===== src/rtl/rv_stall_fifo.sv =====
// rv_stall_fifo: bounded valid/ready FIFO with occupancy count, synchronous
// flush and optional LFSR-driven pseudo-random back-pressure on both sides.
// Storage is a circular buffer. The pointers wrap explicitly at DEPTH-1, so
// DEPTH does not have to be a power of two. Handshake outputs are
// combinational masks of registered state, so no transfer can complete while
// rst_n or flush is asserted.

module rv_stall_fifo #(
  parameter int unsigned DATA_W    = 32,
  parameter int unsigned DEPTH     = 8,
  parameter logic [15:0] SEED      = 16'hACE1,
  parameter logic [7:0]  STALL_THR = 8'd64
) (
  input  logic                       clk,
  input  logic                       rst_n,
  input  logic                       stall_en,
  input  logic                       flush,
  input  logic                       in_vld,
  output logic                       in_rdy,
  input  logic [DATA_W-1:0]          in_data,
  output logic                       out_vld,
  input  logic                       out_rdy,
  output logic [DATA_W-1:0]          out_data,
  output logic [$clog2(DEPTH+1)-1:0] count
);

  localparam int unsigned CW = $clog2(DEPTH + 1);
  localparam int unsigned PW = $clog2(DEPTH);
  localparam logic [CW-1:0] DEPTH_C  = CW'(DEPTH);
  localparam logic [PW-1:0] PTR_LAST = PW'(DEPTH - 1);

  // Circular-buffer pointer advance with explicit wrap (non-power-of-2 safe).
  function automatic logic [PW-1:0] ptr_inc(input logic [PW-1:0] p);
    logic [PW-1:0] r;
    if (p == PTR_LAST) begin
      r = {PW{1'b0}};
    end else begin
      r = p + PW'(1'b1);
    end
    return r;
  endfunction

  // One step of the 16-bit Fibonacci LFSR, taps 16,14,13,11 (shift toward MSB).
  function automatic logic [15:0] lfsr_step(input logic [15:0] x);
    logic fb;
    fb = x[15] ^ x[13] ^ x[12] ^ x[10];
    return {x[14:0], fb};
  endfunction

  logic [DATA_W-1:0] mem_q [DEPTH];
  logic [PW-1:0]     wr_ptr_q, wr_ptr_d;
  logic [PW-1:0]     rd_ptr_q, rd_ptr_d;
  logic [CW-1:0]     count_q, count_d;
  logic [15:0]       lfsr_q, lfsr_d;
  logic              in_stall_q, in_stall_d;
  logic              out_stall_q, out_stall_d;

  logic not_full_s;
  logic not_empty_s;
  logic push_s;
  logic pop_s;

  // Handshake masks: reset and flush block both sides; stalls gate each side.
  always_comb begin
    not_full_s  = (count_q < DEPTH_C);
    not_empty_s = (count_q != {CW{1'b0}});
    in_rdy      = rst_n & ~flush & not_full_s  & ~in_stall_q;
    out_vld     = rst_n & ~flush & not_empty_s & ~out_stall_q;
    push_s      = in_vld & in_rdy;
    pop_s       = out_vld & out_rdy;
  end

  // Read data is forced to zero whenever nothing valid is presented.
  always_comb begin
    if (out_vld) begin
      out_data = mem_q[rd_ptr_q];
    end else begin
      out_data = {DATA_W{1'b0}};
    end
  end

  assign count = count_q;

  // Next-state for pointers and occupancy; flush clears them, overriding traffic.
  always_comb begin
    wr_ptr_d = wr_ptr_q;
    rd_ptr_d = rd_ptr_q;
    count_d  = count_q;
    if (flush) begin
      wr_ptr_d = {PW{1'b0}};
      rd_ptr_d = {PW{1'b0}};
      count_d  = {CW{1'b0}};
    end else begin
      if (push_s) begin
        wr_ptr_d = ptr_inc(wr_ptr_q);
      end else begin
        wr_ptr_d = wr_ptr_q;
      end
      if (pop_s) begin
        rd_ptr_d = ptr_inc(rd_ptr_q);
      end else begin
        rd_ptr_d = rd_ptr_q;
      end
      case ({push_s, pop_s})
        2'b10:   count_d = count_q + CW'(1'b1);
        2'b01:   count_d = count_q - CW'(1'b1);
        default: count_d = count_q;
      endcase
    end
  end

  // Next-state for the stall generator; it runs only while stall_en is high.
  always_comb begin
    lfsr_d      = lfsr_q;
    in_stall_d  = stall_en & (lfsr_q[7:0]  < STALL_THR);
    out_stall_d = stall_en & (lfsr_q[15:8] < STALL_THR);
    if (stall_en) begin
      lfsr_d = lfsr_step(lfsr_q);
    end else begin
      lfsr_d = lfsr_q;
    end
  end

  // Control state register with synchronous active-low reset.
  always_ff @(posedge clk) begin
    if (!rst_n) begin
      wr_ptr_q    <= {PW{1'b0}};
      rd_ptr_q    <= {PW{1'b0}};
      count_q     <= {CW{1'b0}};
      lfsr_q      <= SEED;
      in_stall_q  <= 1'b0;
      out_stall_q <= 1'b0;
    end else begin
      wr_ptr_q    <= wr_ptr_d;
      rd_ptr_q    <= rd_ptr_d;
      count_q     <= count_d;
      lfsr_q      <= lfsr_d;
      in_stall_q  <= in_stall_d;
      out_stall_q <= out_stall_d;
    end
  end

  // Storage write; only a completed push updates an entry.
  always_ff @(posedge clk) begin
    if (push_s) begin
      mem_q[wr_ptr_q] <= in_data;
    end
  end

  rv_stall_fifo_chk #(
    .DEPTH (DEPTH)
  ) u_chk (
    .clk      (clk),
    .rst_n    (rst_n),
    .count_i  (count_q),
    .wr_ptr_i (wr_ptr_q),
    .rd_ptr_i (rd_ptr_q)
  );

endmodule

// rv_stall_fifo_chk: occupancy and pointer range properties for rv_stall_fifo.
module rv_stall_fifo_chk #(
  parameter int unsigned DEPTH = 8
) (
  input logic                       clk,
  input logic                       rst_n,
  input logic [$clog2(DEPTH+1)-1:0] count_i,
  input logic [$clog2(DEPTH)-1:0]   wr_ptr_i,
  input logic [$clog2(DEPTH)-1:0]   rd_ptr_i
);

  localparam int unsigned CW = $clog2(DEPTH + 1);
  localparam int unsigned PW = $clog2(DEPTH);
  localparam logic [CW-1:0] DEPTH_C  = CW'(DEPTH);
  localparam logic [PW-1:0] PTR_LAST = PW'(DEPTH - 1);

  a_count_bound : assert property (@(posedge clk) disable iff (!rst_n) count_i <= DEPTH_C);
  a_wr_ptr_bound : assert property (@(posedge clk) disable iff (!rst_n) wr_ptr_i <= PTR_LAST);
  a_rd_ptr_bound : assert property (@(posedge clk) disable iff (!rst_n) rd_ptr_i <= PTR_LAST);

endmodule


===== config.mk =====
export PLATFORM = sky130hd
export DESIGN_NAME = rv_stall_fifo
export DESIGN_NICKNAME = d
export VERILOG_FILES = /design/src/rtl/rv_stall_fifo.sv
export SDC_FILE = /design/constraint.sdc
export NUM_CORES = 1
export LEC_CHECK = 0
export CAP_MARGIN = 20
export CORE_MARGIN = 2
export CORE_UTILIZATION = 60
export CTS_BUF_LIST = sky130_fd_sc_hd__clkbuf_8
export DETAILED_ROUTE_END_ITERATION = 7
export GPL_ROUTABILITY_DRIVEN = 0
export GPL_TIMING_DRIVEN = 0
export PLACE_DENSITY = 0.81
export SLEW_MARGIN = 20
export SYNTH_ARGS = -nofsm -noshare
export SYNTH_HDL_FRONTEND = slang
export SYNTH_SLANG_ARGS = --single-unit

===== constraint.sdc =====
create_clock -name clk -period 12.65 [get_ports clk]
set_input_delay 1.265 -clock clk [delete_from_list [all_inputs] [get_ports clk]]
set_output_delay 1.265 -clock clk [all_outputs]
set_load 0.01 [all_outputs]

Word level (Yosys, flattened, before mapping) --
Memories as Yosys holds them, arrays and structs flattened. A register that Yosys moved wholly into a read port is not among the register bits. Cells that the tools add are included.
Storage, ports and cells: bits in registers 28, RAM bits 256, bits of input ports 38, output and inout bits 38, logic and storage cells 45, memories kept 1
Memories:
- mem_q | depth 8, width 32, read ports 1, clocked after memory_dff 1, wr ports 1, RTL line 50 | logic [DATA_W-1:0] mem_q [DEPTH];
Cells by class: add/subtract/negate cells 4, order comparisons 3, equality and inequality tests 4, muxes and demuxes 8, bitwise gates (word level) 16, reduce and logical (&&, ||, !) cells 3
Operator list (count):
- two-way mux 32 bit | 1
- less-than comparator 8 x 7 -> 1 bit, second input constant | 2
- two-way mux 3 bit | 4
- AND 1 bit | 9
- case mux 4 bit (2 select lines) | 1
- adder 3 x 1 -> 3 bit, second input constant | 2
- == test 3 bit, second input constant | 2
- adder 4 x 1 -> 4 bit, second input constant | 1
- less-than comparator 4 bit, second input constant | 1
- NOT 1 bit | 4
- nonzero test 4 bit | 1
- subtractor 4 x 1 -> 4 bit, second input constant | 1
- bitwise XOR 1 bit | 3
- == test 2 x 1 -> 1 bit, second input constant | 1
- == test 2 bit, second input constant | 1
- two-way mux 1 bit | 2
- nonzero test 2 bit | 1
- OR reduction 2 bit | 1

Depth between registers and ports, before layout --
Gate-level depths: netlist of run 1.
depth in word-level cells 7, depth in mapped cells 13

Worst setup path before layout of run 1 --
Ideal clock, no wire load.
path kind input port to flip-flop, start input flush, end memory mem_q[0][0] (enable), arrival 4.944 ns, slack 7.205 ns, cell stages on the path 3, buffers on the path 0, cells stage by stage nor4b_4 > nand2_4 > nor4_1
Between the ends: longest elaborated chain between the ends 7
RTL lines:
- from (decl) | RTL line 17 | input logic flush,
- NOT 1 bit | RTL line 67 | in_rdy = rst_n & ~flush & not_full_s & ~in_stall_q;
- AND 1 bit (3 in a row) | RTL line 67
- AND 1 bit | RTL line 69 | push_s = in_vld & in_rdy;
- two-way mux 1 bit | RTL line 145 | if (push_s) begin
- two-way mux 1 bit (not written as such) | RTL line 146 | mem_q[wr_ptr_q] <= in_data;
- to (decl) | RTL line 50
Every way passes these cells.

Worst setup path after layout of run 1 --
start input rst_n, end output out_data[30]
Between the ends: longest elaborated chain between the ends 4
RTL lines:
- from (decl) | RTL line 15 | input logic rst_n,
- AND 1 bit (3 in a row) | RTL line 68 | out_vld = rst_n & ~flush & not_empty_s & ~out_stall_q;
- two-way mux 32 bit | RTL line 75 | if (out_vld) begin
- to (decl) | RTL line 23 | output logic [DATA_W-1:0] out_data,
Every way passes these cells.

==> results of run 1 <==
through the flow:
| step | total power [mW] | hold WS (ns) | area (sq um) |
|---|---|---|---|
| 4_1_cts | 1.77 | 0.455 | 13200 |
| 2_1_floorplan | 1.08 | 0.417 | 11100 |
| 3_5_place_dp | 1.11 | 0.447 | 12400 |
| 3_3_place_gp | 1.11 | 0.430 | 12100 |
| 5_1_grt | 1.82 | 0.471 | 13200 |
| 6_report | 1.76 | 0.449 | 13200 |
cells by family (layout without fill, tap and decap cells):
logic type	Yosys count	in the layout	synth area share [%]
flip-flops	287	287	75.0
multiplexers	115	115	17.6
AND/OR/NAND/NOR	91	91	4.00
buffers and inverters	30	202	1.41
AO/OA/AOI/OAI	11	11	0.644
adder cells (fa/ha/maj)	7	7	0.791
XOR/XNOR	6	6	0.475
layer usage:
metal	wire (microns)	track usage, %	vias to the layer above
met2	11700	40.1	206
met1	8480	29.1	2930
li1	-	-	2485
met5	0	0	-
met4	452	7.37	0
met3	1220	4.99	34
placed cells by master (no fill, tap or decap), types with 2 or more instances in the layout:
master           instances
clkdlybuf4s50_1         74
o21ai_0                  2
xnor2_1                  2
mux4_2                  64
ha_1                     7
buf_4                   16
clkbuf_1                 3
xor2_1                   4
clkinv_2                 3
nor2_1                  40
buf_12                   2
nor3_1                   3
dfxtp_1                 31
buf_1                    3
nand3b_1                 2
clkbuf_8                47
inv_1                   18
nor2b_1                  8
nor2_4                   3
edfxtp_1               256
mux2i_1                 51
buf_2                   20
nand3_1                  3
a21oi_1                  5
or3_1                    3
nand2b_1                 4
nand2_1                 14
buf_6                    8
nor3_2                   4
clkinv_1                 6
registers in the layout, indices dropped and copies added, names as in the netlist, named ones only:
signal and count:
mem_q 256, lfsr_q 16, count 4, rd_ptr_q 3
wr_ptr_q 3, in_stall_q 1, out_stall_q 1
final timing paths:
check,startpoint,to,slack (ns),cells after the start
max,rst_n,out_data[30],7.73,8
min,lfsr_q[7]$_SDFFE_PN1P_,in_stall_q$_SDFF_PN0_,0.45,1
max reg2reg,count[1]$_SDFFE_PP0P_,count[2]$_SDFFE_PP0P_,9.70,12
min reg2reg,lfsr_q[7]$_SDFFE_PN1P_,in_stall_q$_SDFF_PN0_,0.45,1
power breakdown:
part / switching (mW) / total, mW / internal, mW
Clock: 0.328 / 0.667 / 0.339
Sequential: 0.00372 / 1.04 / 1.04
Combinational: 0.0258 / 0.0500 / 0.0242
Total: 0.357 / 1.76 / 1.40
layout make-up:
| class | instances | area share [%] |
|---|---|---|
| multi-input cells | 230 | 20.2 |
| plain buffers | 27 | 1.10 |
| clock buffers | 47 | 4.92 |
| repair buffers | 100 | 7.57 |
| flip-flops and latches | 287 | 63.2 |
| inverters | 3 | 0.0856 |
| well taps | 229 | 2.18 |
| clock inverters | 25 | 0.780 |
==> flow_summary.toml, run 1 <==
[finish]
synthToLayoutAreaGrowth_pct = 18.8
multi_input_area_sq_mm = 0.00266
diodes = 0
final_util_pct = 73.0
seq_area_sq_mm = 0.00831
nets = 738
n_fill_cell = 1048
layout-drive-gt1-share_pct = 24.2
stdcell_count = 948

[critical_path]
path_cells = "clkdlybuf4s50_1, buf_2, nand2b_1, or3_1, buf_2, buf_2, nor2_1, clkdlybuf4s50_1"
start_kind = "primary input"
cp.arrival_ns = 3.65
cp.required_ns = 11.39
slowest_delay_ns = 0.57
worst-setup-path-type = "in -> out"
critPathMostFrequentCell = "buf_2"
worst-path-max-fanout = 10
critical-path-top-delay-family = "buffers and inverters"
end_kind = "primary output"
cpMaxStageDelayCell = "clkdlybuf4s50_1"
path_buf_inv = 5

[synth]
ys_ff_latch = 287
synth_area_leaders = "edfxtp_1 69%, mux4_2 13%, dfxtp_1 5.6%"
synth_top_area_share_pct = 69.4
yosys.area.top_type = "edfxtp_1"
synth_edf_count = 256
async_flop_share_pct = 0
yosys-top-cells-count = "256 x edfxtp_1, 64 x mux4_2, 51 x mux2i_1"
ys.flop_type = "edfxtp_1"
netlist_instances = 547
synth_cell_types = 32
synth_most_common_cell = "edfxtp_1"
syn-num-nets = 592
syn_area_sq_mm = 0.0111
synth_area_per_cell_sq_um = 20.2
yosys_warnings = 0
seq_area_frac_synth_pct = 75.0

[drt]
route.vias.total = 5655
drt_iter0_drc = 444
ant_nets = 0
drc_errors = 0
viasPerCell = 5.97
wl_mm = 21.9
firstDrtPassIters = 4
wl_per_cell_microns = 23.1

[sta]
rsz0062_at_grt = "false"
setup_viol = 0
hold_violations = 0
fin_crit_ns = 4.92
timing.final.ws_setup_ns = 7.73
drv_slew = 0
worst_pin_slew_ns = 0.961
max_slew_margin_pct = 35.9
period_share_pct = 38.9
clock_skew_ns = 0.0173
clock.fmax_ghz = 0.203
fin_setup_tns_ns = 0

[clocking]
clkLatencyLatePin_ns = 0.54
postCtsSetupBuffers = 0
cts_root_buf = "clkbuf_8"
cts_hold_buf = 0
htreeDepth = 2
cts_made_buffers = 44
cts.sinks = 287
tritoncts = "done"
cts_buffer_depth = 3
clk_pin_slew_ns = 0.06
cts_resized = 0

[global_routing]
grt.total_usage_pct = 23.0
grt-ovfl-total = 0
grt_pass1_vias = 5993
grt_max_degree = 21
antenna_found_initial = 0
grt_pass1_wl_mm = 33.6

[pwr]
vdd_drop_max_mv = 0.102
power_density_mw_per_mm2 = 134
p_leak_nw = 4.28

[placed_design]
hpwl_mm = 14.3
dp_cells = 876
post-place-ws_ns = 7.75
numPortBuffers = 74

[floorplan]
die-area_sq_mm = 0.0196
ios = 76
fp.dieW_microns = 140
die_height_microns = 140
start_util_pct = 61.4
row_count = 49
core-area_sq_mm = 0.0180

[job]
max-cap-violations = 0

[outcome]
status = "completed"

[min_path]
hold_class = "reg -> reg"
Note: power is estimated with default switching activity, not from simulation.
==> run 2, diff against run 1 <==
- CORE_UTILIZATION: 60 -> 55
- PLACE_DENSITY: 0.81 -> 0.78
- clock period: 12.65 -> 4.3 ns (I/O delays scaled with it)
==> run 2 against run 1 <==
  * Power increased to 3.0 times the previous value
  * Largest power group unchanged
  * Sequential share of layout area decreased by 0.65 points
  * Setup slack got worse by 6.7 ns
  * Register-to-register slack got worse by 8.4 ns
  * Via count down 1.0%
  * Cell count rose by 4.4%
  * Combinational power rose to 3.0 times the previous value
==> flow_summary.toml, run 2 (synthesis gave the netlist of run 1 again) <==
[clocking]
cts_root_buf = "clkbuf_8"
cts_made_buffers = 44
postCtsSetupBuffers = 0
clkLatencyLatePin_ns = 0.56
cts_hold_buf = 0
htreeDepth = 2
cts.sinks = 287
cts_buffer_depth = 3
cts_resized = 0
clk_pin_slew_ns = 0.06
tritoncts = "done"

[min_path]
hold_class = "in -> reg"
min_to = "lfsr_q[9]$_SDFFE_PN0P_"
worstHoldStart = "stall_en"
hold_depth = 3

[global_routing]
antenna_found_initial = 0
grt_pass1_vias = 5988
grt.total_usage_pct = 21.0
grt_max_degree = 22
grt_pass1_wl_mm = 33.9
grt-ovfl-total = 0

[finish]
final_common_cell = "edfxtp_1"
stdcell_count = 990
final_area_sq_mm = 0.0133
final_cell_mix = "256 x edfxtp_1, 74 x clkdlybuf4s50_1, 64 x mux4_2"
final_util_pct = 67.8
synthToLayoutAreaGrowth_pct = 20.0
nets = 738
diodes = 0
largest_register_ffs = 256
layout-drive-gt1-share_pct = 24.4
largest_register = "mem_q"
n_fill_cell = 1277

[critical_path]
end_kind = "primary output"
cp.arrival_ns = 2.81
r2r-end = "count[2]$_SDFFE_PP0P_"
worst-path-max-fanout = 10
path_buf_inv = 3
cp.depth = 6
worst-setup-path-type = "reg -> out"
critical-path-top-delay-family = "buffers and inverters"
slowest_delay_ns = 0.58
path_cells = "clkbuf_1, buf_2, mux4_2, mux2i_1, nor2_1, clkdlybuf4s50_1"
cp.required_ns = 3.87
r2r-start = "count[1]$_SDFFE_PP0P_"
worst_r2r_path_depth = 12
cpMaxStageDelayCell = "clkdlybuf4s50_1"
r2r_slack_ns = 1.32
start_kind = "flop"

[pwr]
power_density_mw_per_mm2 = 393
intPower_mw = 4.16
combPwrFrac_pct = 2.8
p_clk_share_pct = 38.4
power_frac_seq_pct = 58.7
p_sw_mw = 1.06
p_leak_nw = 4.31
vdd_drop_max_mv = 0.281
p_sw_share_pct = 20.3

[placed_design]
placed_area_sq_mm = 0.0125
dp_cells = 912
hpwl_mm = 14.1
post-place-ws_ns = 0.790
numPortBuffers = 74

[sta]
fin_setup_tns_ns = 0
timing.final.ws_setup_ns = 1.06
max_slew_margin_pct = 37.8
period_share_pct = 75.3
worst_pin_slew_ns = 0.933
rsz0062_at_grt = "false"
fin_crit_ns = 3.24
hold_violations = 0
drv_slew = 0
setup_viol = 0
clock.fmax_ghz = 0.309
clock_skew_ns = 0.0325

[drt]
route.vias.total = 5596
wl_per_cell_microns = 21.8
drc_errors = 0
ant_nets = 0
viasPerCell = 5.65
wl_mm = 21.6
firstDrtPassIters = 7
drt_iter0_drc = 416

[floorplan]
row_count = 51
ios = 76
fp.dieW_microns = 146
core-area_sq_mm = 0.0196
die-area_sq_mm = 0.0213
start_util_pct = 56.5
die_height_microns = 146

[outcome]
status = "completed"

[job]
max-cap-violations = 0
-- run 2: changes by cell type in the layout (fill, tap and decap cells not counted), sizes merged --
cell	before	now
clkbuf	50	48
clkinvlp	0	2
bufinv	0	1
clkinv	10	15
-- run 2: final cells by class --
| cell class | count | area (sq um) | share of cell area, % |
|---|---|---|---|
| Sequential cell | 287 | 8310 | 62.5 |
| Multi-Input combinational cell | 230 | 2660 | 20.0 |
| Timing Repair Buffer | 100 | 1040 | 7.86 |
| Inverter | 3 | 11.3 | 0.0847 |
| Clock buffer | 45 | 619 | 4.66 |
| Tap cell | 265 | 332 | 2.50 |
| Clock inverter | 33 | 165 | 1.24 |
| Buffer | 27 | 145 | 1.09 |
-- run 2: worst reg2reg max path: stages, from the launching register on --
cell     delay (ns)
dfxtp_1        0.38
nor4_1         0.41
or3_1          0.16
buf_2          0.19
buf_2          0.31
nor2_1         0.10
ha_1           0.26
xor2_1         0.17
ha_1           0.19
a21oi_1        0.14
xor2_1         0.10
or3_1          0.32
a21oi_1        0.17
-- run 2: worst max path at each step --
stage                      from                      to  slack [ns]
final                      flop            out_data[24]        1.06
after global routing       flop             out_data[4]        0.90
after CTS                  flop            out_data[24]        1.01
after detailed placement  rst_n   count[2]$_SDFFE_PP0P_        0.79
after global placement    flush  mem_q[4][13]$_DFFE_PP_       -2.17
after floorplan           flush   mem_q[4][0]$_DFFE_PP_        0.51
-- run 2: power by group through the flow --
stage	clock, mW	combinational (mW)	sequential, mW
global placement	0	0.133	3.12
detailed placement	0	0.148	3.13
finish	2.01	0.148	3.07
global route	2.18	0.162	3.07
floorplan	0	0.0633	3.12
CTS	2.06	0.149	3.07
-- run 2: per-stage QoR --
step | power [mW] | hold WS [ns]
floorplan | 3.19 | 0.417
global placement | 3.26 | 0.440
detailed placement | 3.27 | 0.455
CTS | 5.27 | 0.291
global route | 5.41 | 0.321
finish | 5.22 | 0.323
-- run 2: layer usage --
layer | share of wire [%] | vias to the layer above | wire length, microns | track usage (%)
li1 | - | 2494 | - | -
met1 | 40 | 2892 | 8720 | 27.4
met2 | 51 | 175 | 11000 | 35.5
met3 | 6.4 | 35 | 1380 | 5.20
met4 | 1.9 | 0 | 420 | 6.08
met5 | 0 | - | 0 | 0
